===== config.mk =====
export PLATFORM = sky130hd
export DESIGN_NAME = front_panel_loader
export DESIGN_NICKNAME = d
export VERILOG_FILES = /design/src/rtl/front_panel_loader_pkg.sv /design/src/rtl/button_debouncer.sv /design/src/rtl/front_panel_loader.sv
export SDC_FILE = /design/constraint.sdc
export NUM_CORES = 1
export LEC_CHECK = 0
export BUFFER_PORTS_ARGS = -buffer_cell sky130_fd_sc_hd__buf_2
export CORE_AREA = 2 2 107 68
export CTS_CLUSTER_SIZE = 12
export DETAILED_ROUTE_END_ITERATION = 6
export DIE_AREA = 0 0 109 70
export PLACE_DENSITY = 0.6
export SLEW_MARGIN = 20
export SYNTH_ARGS = -nofsm -noshare
export SYNTH_HDL_FRONTEND = slang
export SYNTH_HIERARCHICAL = 1
export SYNTH_SLANG_ARGS = --single-unit
export TNS_END_PERCENT = 30

===== constraint.sdc =====
create_clock -name i_SYS_CLOCK -period 1.9 [get_ports i_SYS_CLOCK]
set_input_delay 0.285 -clock i_SYS_CLOCK [delete_from_list [all_inputs] [get_ports i_SYS_CLOCK]]
set_output_delay 0.285 -clock i_SYS_CLOCK [all_outputs]
set_load 0.03 [all_outputs]

===== src/rtl/front_panel_loader_pkg.sv =====
// Shared encodings for the front-panel loader: selected field and deposit FSM states.
package front_panel_loader_pkg;

    typedef enum logic [1:0] {
        FIELD_ADDR    = 2'd0,
        FIELD_DATA_HI = 2'd1,
        FIELD_DATA_LO = 2'd2
    } field_e;

    typedef enum logic [1:0] {
        ST_IDLE       = 2'd0,
        ST_DRIVE_ADDR = 2'd1,
        ST_DRIVE_DATA = 2'd2,
        ST_ADVANCE    = 2'd3
    } state_e;

    function automatic field_e next_field(input field_e f);
        case (f)
            FIELD_ADDR:    return FIELD_DATA_HI;
            FIELD_DATA_HI: return FIELD_DATA_LO;
            default:       return FIELD_ADDR;
        endcase
    endfunction

endpackage


===== src/rtl/button_debouncer.sv =====
// Level filter for one raw button: the output follows the input only after
// DEBOUNCE_CYCLES consecutive samples at the new level.
module button_debouncer #(
    parameter int DEBOUNCE_CYCLES = 16
) (
    input  logic clk,
    input  logic rst,
    input  logic btn,
    output logic level
);

    localparam int CNT_W = $clog2(DEBOUNCE_CYCLES + 1);
    localparam logic [CNT_W-1:0] CNT_LAST = CNT_W'(DEBOUNCE_CYCLES - 1);

    logic [CNT_W-1:0] count;

    always_ff @(posedge clk or posedge rst) begin
        if (rst) begin
            level <= 1'b0;
            count <= '0;
        end else if (btn == level) begin
            count <= '0;
        end else if (count == CNT_LAST) begin
            level <= btn;
            count <= '0;
        end else begin
            count <= count + 1'b1;
        end
    end

endmodule


===== src/rtl/front_panel_loader.sv =====
// Front-panel loader: debounced buttons edit address/data and run a MAR/RAM deposit sequence.
// Optional macro LOADER_AUTOINC_EN: advance the address after each completed deposit.
module front_panel_loader
    import front_panel_loader_pkg::*;
#(
    parameter int DATA_WIDTH      = 8,
    parameter int ADDRESS_WIDTH   = 4,
    parameter int DEBOUNCE_CYCLES = 16
) (
    input  logic                     i_SYS_CLOCK,
    input  logic                     i_CLEAR,
    input  logic                     i_ENABLE,
    input  logic                     i_BTN_VALUE,
    input  logic                     i_BTN_FIELD,
    input  logic                     i_BTN_DEPOSIT,
    output logic [DATA_WIDTH-1:0]    o_BUS,
    output logic                     o_BUS_DRIVE,
    output logic                     o_MAR_IN,
    output logic                     o_RAM_IN,
    output logic                     o_BUSY,
    output logic                     o_DONE,
    output logic [ADDRESS_WIDTH-1:0] o_ADDRESS,
    output logic [DATA_WIDTH-1:0]    o_DATA,
    output logic [1:0]               o_FIELD
);

    localparam int LO_W = DATA_WIDTH / 2;

    logic lvl_value, lvl_field, lvl_deposit;
    logic prev_value, prev_field, prev_deposit;
    logic accept, ev_value, ev_field, ev_deposit;

    state_e                   state;
    field_e                   field;
    logic [ADDRESS_WIDTH-1:0] address;
    logic [DATA_WIDTH-1:0]    data;
    logic [DATA_WIDTH-1:0]    bus_q;
    logic                     drive_q, mar_q, ram_q, done_q;

    button_debouncer #(.DEBOUNCE_CYCLES(DEBOUNCE_CYCLES)) u_deb_value (
        .clk(i_SYS_CLOCK), .rst(i_CLEAR), .btn(i_BTN_VALUE), .level(lvl_value)
    );
    button_debouncer #(.DEBOUNCE_CYCLES(DEBOUNCE_CYCLES)) u_deb_field (
        .clk(i_SYS_CLOCK), .rst(i_CLEAR), .btn(i_BTN_FIELD), .level(lvl_field)
    );
    button_debouncer #(.DEBOUNCE_CYCLES(DEBOUNCE_CYCLES)) u_deb_deposit (
        .clk(i_SYS_CLOCK), .rst(i_CLEAR), .btn(i_BTN_DEPOSIT), .level(lvl_deposit)
    );

    // Edges seen while busy or disabled are consumed by the prev_* registers, never queued.
    always_comb begin
        accept     = i_ENABLE && (state == ST_IDLE);
        ev_deposit = accept && lvl_deposit && !prev_deposit;
        ev_field   = accept && lvl_field   && !prev_field;
        ev_value   = accept && lvl_value   && !prev_value;
    end

    always_ff @(posedge i_SYS_CLOCK or posedge i_CLEAR) begin
        if (i_CLEAR) begin
            prev_value   <= 1'b0;
            prev_field   <= 1'b0;
            prev_deposit <= 1'b0;
            state        <= ST_IDLE;
            field        <= FIELD_ADDR;
            address      <= '0;
            data         <= '0;
            bus_q        <= '0;
            drive_q      <= 1'b0;
            mar_q        <= 1'b0;
            ram_q        <= 1'b0;
            done_q       <= 1'b0;
        end else begin
            prev_value   <= lvl_value;
            prev_field   <= lvl_field;
            prev_deposit <= lvl_deposit;
            bus_q        <= '0;
            drive_q      <= 1'b0;
            mar_q        <= 1'b0;
            ram_q        <= 1'b0;
            done_q       <= 1'b0;
            if (!i_ENABLE) begin
                state <= ST_IDLE;
            end else begin
                case (state)
                    ST_IDLE: begin
                        if (ev_deposit) begin
                            state   <= ST_DRIVE_ADDR;
                            bus_q   <= DATA_WIDTH'(address);
                            drive_q <= 1'b1;
                            mar_q   <= 1'b1;
                        end else if (ev_field) begin
                            field <= next_field(field);
                        end else if (ev_value) begin
                            case (field)
                                FIELD_ADDR:    address <= address + 1'b1;
                                FIELD_DATA_HI: data[DATA_WIDTH-1:LO_W] <= data[DATA_WIDTH-1:LO_W] + 1'b1;
                                default:       data[LO_W-1:0] <= data[LO_W-1:0] + 1'b1;
                            endcase
                        end
                    end
                    ST_DRIVE_ADDR: begin
                        state   <= ST_DRIVE_DATA;
                        bus_q   <= data;
                        drive_q <= 1'b1;
                        ram_q   <= 1'b1;
                    end
                    ST_DRIVE_DATA: begin
                        state  <= ST_ADVANCE;
                        done_q <= 1'b1;
                    end
                    default: begin
                        state <= ST_IDLE;
`ifdef LOADER_AUTOINC_EN
                        address <= address + 1'b1;
`endif
                    end
                endcase
            end
        end
    end

    // Enable gates the registered strobes so a falling i_ENABLE releases the bus in the same cycle.
    always_comb begin
        o_BUS_DRIVE = drive_q && i_ENABLE;
        o_MAR_IN    = mar_q && i_ENABLE;
        o_RAM_IN    = ram_q && i_ENABLE;
        o_DONE      = done_q && i_ENABLE;
        o_BUS       = o_BUS_DRIVE ? bus_q : '0;
        o_BUSY      = (state != ST_IDLE);
        o_ADDRESS   = address;
        o_DATA      = data;
        o_FIELD     = field;
    end

endmodule


==> flow_summary.json, run 1 <==
{
  "cellPowerDensity_nw_per_um2": 799,
  "nets": 240,
  "wirelength_mm": 3.97,
  "tns_ns": 0,
  "hpwl_mm": 2.92,
  "antenna_found_initial": 0,
  "syn-num-nets": 199,
  "cts-htree-levels": 2,
  "firstDrtPassIters": 4,
  "layout_commonest_cell": "dfrtp_1",
  "diodes": 0,
  "critPathLaunch": "state[0]",
  "synth_cell_types": 33,
  "yosys_warnings": 6,
  "cellLeakagePower_nw": 1.42,
  "cts_setup_buffers": 0,
  "place.port_buffers": 32,
  "first_global_vias": 1327,
  "wl_per_cell_um": 12.6,
  "drcViolationCount": 0,
  "tightest_slew_ns": 0.384,
  "synth_cells": 183,
  "reg2reg_from": "state[0]",
  "hold_start": "i_BTN_VALUE",
  "relSlewSlack": 0.740,
  "crit_type": "flip-flop to flip-flop",
  "ys_seq_elements": 49,
  "ir_drop_mv": 0.393,
  "postPlaceCellArea_sq_um": 2500,
  "rows": 24,
  "cp.required_ns": 2.08,
  "routabilityCongestion": 0.785,
  "grt_pass1_wl_mm": 6.46,
  "area_growth_pct": 17.7,
  "ant_nets": 0,
  "drive_gt1_frac": 0.307,
  "switching_share": 0.289,
  "cts.clk_slew.worst_paths_ns": 0.09,
  "cts_tree": "yes",
  "final_cell_mix": "49 x dfrtp_1, 32 x buf_2, 13 x and3_1",
  "synth-seq-area-share": 0.556,
  "reg2reg_to": "o_DATA[5]",
  "cts_num_sinks": 49,
  "dieArea_sq_um": 7630,
  "setup_violations": 0,
  "vias": 1423,
  "avgSynthCellArea_sq_um": 12.0,
  "end_kind": "flip-flop",
  "cts_made_buffers": 5,
  "insertion_delay_ns": 0.29,
  "final_max_slew_viol_count": 0,
  "routed_via_density": 4.50,
  "arrival_ns": 1.92,
  "hold_viol_final": 0,
  "fin_skew_ns": 0.0108,
  "core_area_sq_um": 6820,
  "grt_max_degree": 32,
  "setup.worst_path.start_class": "flip-flop",
  "period_needed_ns": 1.73,
  "holdCritPathClass": "primary input to flip-flop",
  "max_freq_mhz": 577,
  "fp.dieH_um": 70,
  "gr-total-overflow": 0,
  "drt_iter0_drc": 43,
  "comb_power_share": 0.172,
  "switchingPower_mw": 0.600,
  "hold_path_end": "u_deb_value/level",
  "cp_max_fo": 5,
  "outcome": "finished, final reports clean",
  "start_util": 0.323,
  "fin_crit_sh": 0.912,
  "cts.path.max_buffers": 2,
  "internal-power_mw": 1.47,
  "r2r.worst_path.cells": 6,
  "min_path_cells": 2,
  "rrSetupSlack_ns": 0.17,
  "max_cap_viol_count": 0,
  "p_clk_frac": 0.287,
  "io_pins": 33,
  "fin_area_sq_um": 2590,
  "p_seq_frac": 0.541,
  "grt_setup_unrepaired": "no",
  "netlist_area_sq_um": 2200,
  "root_buffer": "clkbuf_8",
  "grtUsageTotal": 0.110,
  "die_x_um": 109
}
registers in the layout, indices dropped and copies added (netlist names), 2 cells and up:
signal,flops
u_deb_deposit/count,5
u_deb_value/count,5
bus_q,8
state,2
u_deb_field/count,5
o_FIELD,2
o_ADDRESS,4
o_DATA,8
metal layers:
layer	GRT usage	share of wire	vias up
li1	-	-	698
met1	0.163	0.52	693
met2	0.155	0.42	27
met3	0.0317	0.054	5
met4	0.0342	0.010	0
met5	0	0	-
repair_timing:
item                      4_1_cts  5_1_grt
resized for setup               0        0
hold buffers                    1        0
hold endpoints to repair       18        0
through the flow:
| stage | power [mW] | setup slack, ns | util | hold WS (ns) | cells |
|---|---|---|---|---|---|
| global route | 2.19 | 0.0917 | 0.381 | 0.249 | 316 |
| floorplan | 1.37 | 0.0890 | - | 0.0760 | 183 |
| global placement | 1.50 | 0.210 | 0.367 | 0.250 | 307 |
| CTS | 2.11 | 0.169 | 0.381 | 0.227 | 316 |
| finish | 2.07 | 0.166 | 0.381 | 0.234 | 316 |
| detailed placement | 1.50 | 0.174 | 0.367 | 0.249 | 307 |
synth_stat cells (all sizes together):
master	number	area (sq um)
nand2b	1	6.26
xor2	11	96.3
dfrtp	49	1230
a211oi	1	7.51
clkbuf	4	15.0
xnor2	7	61.3
nor4b	1	8.76
or2	1	6.26
o21ai	5	36.3
and4b	1	10.0
nand2	5	21.3
a21bo	1	10.0
nor4	1	21.3
and2	9	56.3
nor2b	7	46.3
inv	10	37.5
nand3	9	65.1
mux2	7	82.6
nand4	4	25.0
and4	1	8.76
ha	10	125
a22oi	4	30.0
nor2	15	71.3
and3	19	130
final cells by class:
cell class,instances,area [sq um]
clock buffers,7,76.3
clock inverters,1,7.51
fillers,677,4220
inverters,10,37.5
multi-input cells,120,926
flip-flops and latches,49,1230
well taps,91,114
repair buffers,38,208
how the worst max path moves through the flow:
stage,end,slack [ns],cells after the start
after floorplan,o_DATA[5],0.09,6
after global routing,o_DATA[5],0.09,6
after CTS,o_DATA[5],0.17,6
final,o_DATA[5],0.17,6
after global placement,o_DATA[5],0.21,6
after detailed placement,o_DATA[5],0.17,6
critical path, stage by stage (launching register included):
cell and delay [ns]:
dfrtp_1 0.41, inv_1 0.11, ha_1 0.19, nand2_2 0.09, nor4_4 0.26, and3_4 0.26
mux2_1 0.32
kinds of logic after synthesis:
kind of cell	share of synthesized area
adder cells (fa/ha/maj)	0.0568
buffers and inverters	0.0238
XOR/XNOR	0.0715
AND/OR/NAND/NOR	0.216
multiplexers	0.0375
flip-flops	0.556
AO/OA/AOI/OAI	0.0380
power by group through the flow:
stage	combinational, mW	sequential, mW	clock, mW
2_1_floorplan	0.234	1.14	0
3_3_place_gp	0.355	1.14	0
3_5_place_dp	0.359	1.14	0
4_1_cts	0.361	1.12	0.621
5_1_grt	0.397	1.13	0.662
6_report	0.356	1.12	0.595
(Power assumes the default switching activity.)
==> inputs of run 2 (changes only) <==
--- a/config.mk
+++ b/config.mk
@@ -10,7 +10,7 @@
 export CTS_CLUSTER_SIZE = 12
 export DETAILED_ROUTE_END_ITERATION = 6
 export DIE_AREA = 0 0 109 70
-export PLACE_DENSITY = 0.6
+export PLACE_DENSITY = 0.58
 export SLEW_MARGIN = 20
 export SYNTH_ARGS = -nofsm -noshare
 export SYNTH_HDL_FRONTEND = slang
==> constraint.sdc (replaced) <==
create_clock -name i_SYS_CLOCK -period 2.1 [get_ports i_SYS_CLOCK]
set_input_delay 0.315 -clock i_SYS_CLOCK [delete_from_list [all_inputs] [get_ports i_SYS_CLOCK]]
set_output_delay 0.315 -clock i_SYS_CLOCK [all_outputs]
set_load 0.03 [all_outputs]
==> flow_summary.json, run 2 (synthesized netlist as in run 1, its figures left out) <==
{
  "grt_setup_unrepaired": "no",
  "vias": 1407,
  "root_buffer": "clkbuf_8",
  "hold_viol_final": 0,
  "rows": 24,
  "final_cell_mix": "49 x dfrtp_1, 32 x buf_2, 13 x and3_1",
  "cts_tree": "yes",
  "start_util": 0.323,
  "antenna_found_initial": 0,
  "cts_setup_buffers": 0,
  "crit_type": "flip-flop to flip-flop",
  "grt_max_degree": 32,
  "cts_resized": 0,
  "setup.worst_path.start_class": "flip-flop",
  "firstDrtPassIters": 4,
  "grt_pass1_wl_mm": 6.71,
  "end_kind": "flip-flop",
  "cts.clk_slew.worst_paths_ns": 0.09,
  "cpPeakStageDelay_ns": 0.42,
  "arrival_ns": 2.09,
  "io_pins": 33,
  "dieArea_sq_um": 7630,
  "period_needed_ns": 1.90,
  "fp.dieH_um": 70,
  "relSlewSlack": 0.727,
  "tns_ns": 0,
  "cp_max_fo": 5,
  "critPathSlowestCell": "dfrtp_1",
  "max_freq_mhz": 526,
  "cts.path.max_buffers": 2,
  "holdWs_ns": 0.260,
  "wirelength_mm": 3.93,
  "nets": 239,
  "diodes": 0,
  "area_growth_pct": 19.6,
  "fin_skew_ns": 0.00505,
  "first_global_vias": 1342,
  "ant_nets": 0,
  "cts_made_buffers": 5,
  "holdCritPathClass": "primary input to flip-flop",
  "cts_hold_buf": 1,
  "tightest_slew_ns": 0.404,
  "crit_chain": "inv_1, ha_1, nand2_2, nor4_4, buf_4, nand3_2, mux2_4",
  "nFillCells": 661,
  "grtUsageTotal": 0.115,
  "cellPowerDensity_nw_per_um2": 796,
  "cts-htree-levels": 2,
  "layout_commonest_cell": "dfrtp_1",
  "drt_iter0_drc": 69,
  "cts_num_sinks": 49,
  "place.port_buffers": 32,
  "cp.required_ns": 2.29,
  "outcome": "finished, final reports clean",
  "die_x_um": 109,
  "drcViolationCount": 0,
  "final_max_slew_viol_count": 0,
  "worst_slack_ns": 0.200,
  "gr-total-overflow": 0,
  "max_cap_viol_count": 0,
  "hpwl_mm": 2.95,
  "ir_drop_mv": 0.275,
  "setup_violations": 0,
  "insertion_delay_ns": 0.30,
  "routed_via_density": 4.47,
  "core_area_sq_um": 6820,
  "wl_per_cell_um": 12.5,
  "dpl_worst_slack_ns": 0.223,
  "cellLeakagePower_nw": 1.45,
  "fin_crit_sh": 0.905,
  "routabilityCongestion": 0.796,
  "drive_gt1_frac": 0.313,
  "post-route-util": 0.387
}
==> run 2: worst paths after layout <==
path	cells past startpoint	slack (ns)	from	endpoint
max reg2reg	7	0.20	state[0]	o_ADDRESS[1]
min	2	0.26	i_BTN_DEPOSIT	u_deb_deposit/level
min in group asynchronous	3	0.50	i_CLEAR	u_deb_deposit/count[2]
max in group asynchronous	4	1.16	i_CLEAR	bus_q[4]
max	7	0.20	state[0]	o_ADDRESS[1]
min reg2reg	0	0.43	u_deb_field/level	prev_field
==> run 2: layout make-up <==
cell class	count	area (sq um)	area share
flip-flops and latches	49	1230	0.465
multi-input cells	120	926	0.351
repair buffers	37	200	0.0759
well taps	91	114	0.0432
clock buffers	5	68.8	0.0261
clock inverters	3	65.1	0.0247
inverters	10	37.5	0.0142
==> run 2: worst max-delay path: cells and delay by family, from the launching register on <==
family                     cells  cell delay (ns)
buffers and inverters          2             0.33
muxes                          1             0.30
adders and majority gates      1             0.19
DFF                            1             0.42
and+or+nand+nor                3             0.55
==> run 2: through the flow <==
stage	power (mW)	instance area, sq um	cells
after detailed placement	1.34	2490	306
after global routing	2.22	2640	315
final	2.10	2640	315
after floorplan	1.24	2200	183
after global placement	1.34	2490	306
after CTS	2.13	2640	315
==> run 2: per-layer routing <==
layer,up-vias,routed length (um),track usage
met5,-,0,0
met2,22,1570,0.144
li1,696,-,-
met4,0,72,0.0470
met3,7,133,0.0308
met1,682,2160,0.181
==> run 2: report_power, final <==
group	leakage (nW)	internal [mW]	total (mW)	switching, mW
registers	0.674	0.982	1.02	0.0353
logic	0.705	0.100	0.301	0.200
clock network	0.0681	0.473	0.781	0.308
